===== src/rtl/freq_lock_det.sv =====
// Frequency lock detector: measures the period of a divided feedback
// clock in sampling-clock cycles and reports fast/slow/lock/timeout.
//
// Ports:
//   clk            sampling clock (>= 4x fb_in)
//   rst_n          asynchronous active-low reset
//   en             synchronous enable, low forces IDLE
//   fb_in          feedback clock, asynchronous to clk
//   target_period  expected fb_in period in clk cycles
//   period         last measured fb_in period
//   period_vld     one-cycle pulse when period updates
//   fast / slow    last measurement below / above the lock window
//   locked         LOCK_N consecutive in-window measurements seen
//   timeout        no fb_in edge for 2^CNT_W-1 clk cycles
module freq_lock_det #(
    parameter int CNT_W  = 8,
    parameter int TOL    = 1,
    parameter int LOCK_N = 4
) (
    input  logic             clk,
    input  logic             rst_n,
    input  logic             en,
    input  logic             fb_in,
    input  logic [CNT_W-1:0] target_period,
    output logic [CNT_W-1:0] period,
    output logic             period_vld,
    output logic             fast,
    output logic             slow,
    output logic             locked,
    output logic             timeout
);

    localparam int WIN_W = $clog2(LOCK_N + 1);

    localparam logic [1:0] S_IDLE = 2'd0;
    localparam logic [1:0] S_ARM  = 2'd1;
    localparam logic [1:0] S_MEAS = 2'd2;

    localparam logic [CNT_W-1:0] CNT_MAX  = '1;
    localparam logic [CNT_W-1:0] CNT_ONE  = CNT_W'(1);
    localparam logic [CNT_W:0]   TOL_X    = (CNT_W + 1)'(TOL);
    localparam logic [WIN_W-1:0] WIN_FULL = WIN_W'(LOCK_N);

    // Synchronizer and edge history
    logic r_sync1;
    logic r_sync2;
    logic r_hist;

    // Control and measurement state
    logic [1:0]       r_state;
    logic [CNT_W-1:0] r_cnt_run;
    logic [WIN_W-1:0] r_win;
    logic [CNT_W-1:0] r_period;
    logic             r_vld;
    logic             r_fast;
    logic             r_slow;
    logic             r_locked;
    logic             r_timeout;

    // Combinational helpers
    logic             w_edge;
    logic             w_active;
    logic             w_sat;
    logic             w_meas;
    logic             w_tmo;
    logic [CNT_W:0]   w_per_x;
    logic [CNT_W:0]   w_tgt_x;
    logic [CNT_W:0]   w_lo;
    logic [CNT_W:0]   w_hi;
    logic             w_fast;
    logic             w_slow;
    logic             w_inwin;
    logic [WIN_W-1:0] w_win_inc;
    logic [1:0]       w_state_nx;

    //------------------------------------------------------------------
    // fb_in synchronizer; edge is sync high with history still low
    //------------------------------------------------------------------
    always_ff @(posedge clk or negedge rst_n) begin
        if (!rst_n) begin
            r_sync1 <= 1'b0;
            r_sync2 <= 1'b0;
            r_hist  <= 1'b0;
        end else begin
            r_sync1 <= fb_in;
            r_sync2 <= r_sync1;
            r_hist  <= r_sync2;
        end
    end

    assign w_edge   = r_sync2 & ~r_hist;
    assign w_active = (r_state == S_ARM) || (r_state == S_MEAS);
    assign w_sat    = (r_cnt_run == CNT_MAX);

    // An edge in the saturation cycle still counts as a measurement
    assign w_meas = (r_state == S_MEAS) && w_edge;
    assign w_tmo  = w_active && !w_edge && w_sat;

    //------------------------------------------------------------------
    // Window classification in CNT_W+1 bits; the lower bound clamps
    // at zero so a tiny target cannot wrap into "everything is fast"
    //------------------------------------------------------------------
    assign w_per_x = {1'b0, r_cnt_run};
    assign w_tgt_x = {1'b0, target_period};
    assign w_lo    = (w_tgt_x >= TOL_X) ? (w_tgt_x - TOL_X) : '0;
    assign w_hi    = w_tgt_x + TOL_X;
    assign w_fast  = (w_per_x < w_lo);
    assign w_slow  = (w_per_x > w_hi);
    assign w_inwin = !w_fast && !w_slow;

    assign w_win_inc = (r_win == WIN_FULL) ? r_win : (r_win + 1'b1);

    //------------------------------------------------------------------
    // Next-state logic
    //------------------------------------------------------------------
    always_comb begin
        w_state_nx = r_state;
        if (!en) begin
            w_state_nx = S_IDLE;
        end else begin
            unique case (r_state)
                S_IDLE: w_state_nx = S_ARM;
                S_ARM: begin
                    if (w_edge) begin
                        w_state_nx = S_MEAS;
                    end
                end
                S_MEAS: begin
                    if (w_tmo) begin
                        w_state_nx = S_ARM;
                    end
                end
                default: w_state_nx = S_IDLE;
            endcase
        end
    end

    //------------------------------------------------------------------
    // State, run counter, measurement and status registers
    //------------------------------------------------------------------
    always_ff @(posedge clk or negedge rst_n) begin
        if (!rst_n) begin
            r_state   <= S_IDLE;
            r_cnt_run <= '0;
            r_win     <= '0;
            r_period  <= '0;
            r_vld     <= 1'b0;
            r_fast    <= 1'b0;
            r_slow    <= 1'b0;
            r_locked  <= 1'b0;
            r_timeout <= 1'b0;
        end else if (!en) begin
            // period is deliberately kept for software visibility
            r_state   <= S_IDLE;
            r_cnt_run <= '0;
            r_win     <= '0;
            r_vld     <= 1'b0;
            r_fast    <= 1'b0;
            r_slow    <= 1'b0;
            r_locked  <= 1'b0;
            r_timeout <= 1'b0;
        end else begin
            r_state <= w_state_nx;
            r_vld   <= w_meas;

            if (!w_active) begin
                r_cnt_run <= '0;
            end else if (w_edge) begin
                r_cnt_run <= CNT_ONE;
            end else if (!w_sat) begin
                r_cnt_run <= r_cnt_run + 1'b1;
            end

            if (w_active && w_edge) begin
                r_timeout <= 1'b0;
            end else if (w_tmo) begin
                r_timeout <= 1'b1;
            end

            if (w_meas) begin
                r_period <= r_cnt_run;
                r_fast   <= w_fast;
                r_slow   <= w_slow;
                if (w_inwin) begin
                    r_win    <= w_win_inc;
                    r_locked <= (w_win_inc == WIN_FULL);
                end else begin
                    r_win    <= '0;
                    r_locked <= 1'b0;
                end
            end else if (w_tmo) begin
                // A lost feedback clock reads as infinitely slow
                r_fast   <= 1'b0;
                r_slow   <= 1'b1;
                r_locked <= 1'b0;
                r_win    <= '0;
            end
        end
    end

    assign period     = r_period;
    assign period_vld = r_vld;
    assign fast       = r_fast;
    assign slow       = r_slow;
    assign locked     = r_locked;
    assign timeout    = r_timeout;

endmodule


===== config.mk =====
export PLATFORM = sky130hd
export DESIGN_NAME = freq_lock_det
export DESIGN_NICKNAME = d
export VERILOG_FILES = /design/src/rtl/freq_lock_det.sv
export SDC_FILE = /design/constraint.sdc
export NUM_CORES = 1
export LEC_CHECK = 0
export CAP_MARGIN = 10
export CORE_MARGIN = 1
export CORE_UTILIZATION = 30
export CTS_CLUSTER_SIZE = 14
export DETAILED_ROUTE_END_ITERATION = 16
export GPL_TIMING_DRIVEN = 0
export PLACE_DENSITY_LB_ADDON = 0.25
export SETUP_SLACK_MARGIN = 0.05
export SYNTH_ARGS = -nofsm -noshare
export SYNTH_HDL_FRONTEND = slang
export SYNTH_SLANG_ARGS = --single-unit

===== constraint.sdc =====
create_clock -name clk -period 2.9 [get_ports clk]
set_input_delay 0.58 -clock clk [delete_from_list [all_inputs] [get_ports clk]]
set_output_delay 0.58 -clock clk [all_outputs]
set_load 0.005 [all_outputs]

# Yosys cells after proc, flatten, opt, wreduce, memory -nomap -nowiden
# Index checks and enable logic that the tools add are counted.
# word_totals
ff_bits,29
in_bits,12
wordCells,69
# op_classes
addsub,4
order_cmp,3
n_eq_ne,10
n_mux,26
bitwise,2
reduce_logical,12
# op_table
op,count
$mux 8,4
$mux 3,5
$mux 1,12
$add 8x1->9 const B,1
$gt 8x9->1,1
$lt 8x9->1,1
$mux 9,1
$sub 8x1->9 const B,1
$add 8x1->8 const B,1
$eq 8x8->1 const B,1
$ge 8x1->1 const B,1
$eq 3x3->1 const B,2
$mux 2,3
$ne 3x1->1 const B,2
$ne 3x3->1 const B,2
$pmux 2 s3,1
$logic_and 1x1->1,5
$ne 4x4->1 const B,1
$reduce_and 2->1,2
$add 3x1->3 const B,1
$logic_not 1->1,3
$eq 2x1->1 const B,1
$eq 2x2->1 const B,1
$logic_not 2->1,1
3 further kinds,3

# Logic depth before layout (Yosys ltp)
# logic_depth
word_depth,8
mapped_depth,13
depth_no_buf,13

# Worst setup path after synthesis
# OpenSTA, ideal clock, no wires.
# synth_path
path_type,input-to-reg
startpoint,input target_period[3]
endpoint,register r_win[0]
setup_ps,121
arrival_ps,3100
required_ps,2779
setup_slack_ps,-322
path_stages,12
cell_sequence,buf_2 nor4_4 nand2_1 or3_1 nor4b_1 a21oi_1 ha_1 nor2b_1 a2111oi_2 a211oi_4 a31oi_1 o21ai_1
# synth_via
elab_chain_len,8
# synth_lines
element,line,text
start: declaration,24,"input logic [CNT_W-1:0] target_period,"
$sub 8x1->9 or $ge 8x1->1 (tied branches),105,assign w_lo = (w_tgt_x >= TOL_X) ? (w_tgt_x - TOL_X) : '0;
$mux 9,105,
$lt 8x9->1,107,assign w_fast = (w_per_x < w_lo);
$logic_not 1->1,109,assign w_inwin = !w_fast && !w_slow;
$logic_and 1x1->1 (*),109,
$mux 3 (*),184,if (w_inwin) begin
$mux 3 (*),180,if (w_meas) begin
$mux 3 (*),152,end else if (!en) begin
end signal: assignment,185,r_win <= w_win_inc;
end: declaration,52,logic [WIN_W-1:0] r_win;
# Every way passes the cells marked *; elsewhere a longest branch is shown, timed or not.
# A chain may end at the register's enable or synchronous reset.

# Worst setup path in the final report
# layout_path
startpoint,input target_period[1]
endpoint,register r_win[0]
# Same word-level chain as after synthesis.

==> impl_metrics.ini <==
[run_status]
outcome = finished with violations
violations = design-rule violations

[global_routing]
grt_pass1_vias = 1589
gr-total-overflow = 0
antenna_found_initial = 0
grt_use_total = 0.136
grt_max_degree = 19
grt_pass1_wl_um = 7580

[synthesis]
synthDominantCellAreaShare = 0.358
ys_async_sr_fraction = 1.00
synth_cell_types = 51
synth_area_um2 = 2030
synthCells = 199
synth_seq_cells = 29
avgSynthCellArea_um2 = 10.2
yosysWarnings = 0
ys_seq_area_frac = 0.358
synth_most_common_cell = dfrtp_1
ys.flop_type = dfrtp_1
netlist_top_cells_count = dfrtp_1 (29), ha_1 (25), nand2_1 (12)
synth_nets = 236
yosysTopAreaCell = dfrtp_1
yosys-top-cells-area = dfrtp_1 (36%), ha_1 (15%), mux2_1 (3.9%)
synth_edf_count = 0

[critical_path]
r2r_end = locked
timing.rr.start = r_cnt_run[2]
required_ns = 3.11
timing.critical_path.arrival_ns = 2.97
slowest_stage = or3_4
cp_cell_sequence = buf_12 > nor4_4 > nand2_1 > or3_4 > nor4b_4 > a21oi_2 > ha_1 > buf_4 > o21a_1 > o211ai_2 > a211oi_4 > a31oi_1 > o21ai_1
worstSetupStartpointType = input pin
end_kind = flip-flop
critPathMaxFanout = 6
reg2regPathDepth = 6
cp_top_family = simple AND/OR/NAND/NOR gates
cpPeakStageDelay_ns = 0.36
worstSetupPathType = in2reg
critPathBufInv = 2
r2r_slack_ns = 0.76

[placement]
pre_cts_slack_ns = -0.942
place_area_um2 = 2390
gp_congestion = 0.821
port_buffers = 21
dp_hpwl_um = 3260

[layout]
area_growth_syn_to_layout_pct = 31.3
final_core_util = 0.414
n_antenna_cell = 0
final_cell_area_um2 = 2660
nFillCells = 633
nNetsFinal = 280
drive_gt1_frac = 0.205

[floorplan]
die_height_um = 84.2
num_rows = 29
die_area_um2 = 7080
fp.dieW_um = 84.2
start_util = 0.315
io_pins = 25
core_area_um2 = 6420

[detailed_routing]
antenna_left = 0
wl_um = 4350
first_pass_iters = 12
viasPerCell = 5.06
wire_per_inst_um = 13.6
drtIter0Drc = 114
drc = 6
num_vias = 1625

[min_path]
hold_class = reg2reg
holdPathEnd = r_sync2
whs_path_depth = 0
hold_start = r_sync1

[power_and_ir_drop]
vdd_drop_max_uv = 217
power.leakage_uw = 0.00121
power.density_nw_per_um2 = 404

[timing]
fmax_mhz = 362
maxSlewHeadroom = 0.573
tightest_slew_ns = 0.638
min_period_ns = 2.76
fin_crit_sh = 0.952
setup_viol = 0
hold_viol_final = 0
fin_tns_setup_ns = 0
drv_slew = 0
rsz0062_at_grt = yes
finalClockSkew_ns = 0.00245
fin_ws_ns = 0.138
whs_ns = 0.350

[clock_tree]
clk_latency_ns = 0.28
numCtsBuffers = 5
htreeDepth = 2
cts_tree = yes
root_buffer = clkbuf_8
clockBufferDepth = 2
clock_sinks = 29
clk_pin_slew_ns = 0.06

[flow_run]
cap_viol_max_count = 0
## state kept, by name, indices dropped and copies added, names as in the netlist
| signal | flops |
|---|---|
| period_vld | 1 |
| r_win | 3 |
| r_state | 2 |
| r_sync1 | 1 |
| locked | 1 |
| r_cnt_run | 8 |
| fast | 1 |
| r_sync2 | 1 |
| r_hist | 1 |
| slow | 1 |
| timeout | 1 |
| period | 8 |
## per-layer routing
layer / track usage / wire, um
met5: 0 / 0
met4: 0.0423 / 51
met3: 0.0305 / 170
met2: 0.206 / 1930
met1: 0.194 / 2200
## power by group
| group | switching [uW] | leakage [uW] | internal [uW] | total [uW] |
|---|---|---|---|---|
| Combinational | 153 | 0.000770 | 132 | 285 |
| Sequential | 29.5 | 0.000395 | 434 | 464 |
| Clock | 160 | 0.0000439 | 165 | 326 |
| Total | 343 | 0.00121 | 732 | 1070 |
## timing repair
item / in CTS / in global routing
pin swaps: 8 / 7
hold buffers: 0 / 0
setup endpoints to repair: 6 / 5
setup buffers: 6 / 9
gates resized for setup: 21 / 15
gates cloned: 0 / 0
## how the worst max path moves through the flow
stage / startpoint / to / slack, ns / depth (start not counted)
after CTS: target_period[0] / locked / 0.07 / 11
after floorplan: target_period[2] / r_win[0] / -0.05 / 12
final: target_period[1] / r_win[0] / 0.14 / 13
after global routing: target_period[1] / r_win[0] / -0.07 / 13
after global placement: target_period[0] / r_win[0] / -0.93 / 14
after detailed placement: target_period[0] / r_win[0] / -0.94 / 14
## final cells by class
cell class | count | area (um^2) | area share
plain buffers | 5 | 40.0 | 0.0151
clock buffers | 5 | 68.8 | 0.0259
clock inverters | 3 | 17.5 | 0.00659
inverters | 12 | 45.0 | 0.0169
multi-input cells | 153 | 1310 | 0.493
flip-flops and latches | 29 | 726 | 0.273
well taps | 77 | 96.3 | 0.0362
repair buffers | 37 | 354 | 0.133
## cell usage in the layout (no fill, tap or decap), types with 3 or more instances in the layout
cell	n
nand2_1	11
nor2_1	10
and3_1	4
inv_2	3
ha_1	24
clkbuf_8	5
dfrtp_1	29
clkdlybuf4s50_1	16
a211oi_1	3
nand2b_1	3
o21ai_1	11
nand4_1	5
inv_1	8
xnor2_1	9
mux2_1	7
nor3_1	3
a21oi_1	6
buf_4	16
nand3_1	9
xor2_1	6
## metrics by stage
stage               total power, uW  cells
global placement                733    297
detailed placement              743    298
floorplan                       642    199
finish                         1070    321
global route                   1160    321
CTS                            1080    312
## cell families after synthesis
logic type / after synthesis / synth area share
XOR/XNOR: 15 / 0.0649
adder cells (fa/ha/maj): 25 / 0.154
buffers and inverters: 17 / 0.0377
flip-flops: 29 / 0.358
AND/OR/NAND/NOR: 61 / 0.180
multiplexers: 8 / 0.0439
AO/OA/AOI/OAI: 44 / 0.161
Power figures use the tool's default switching activity.
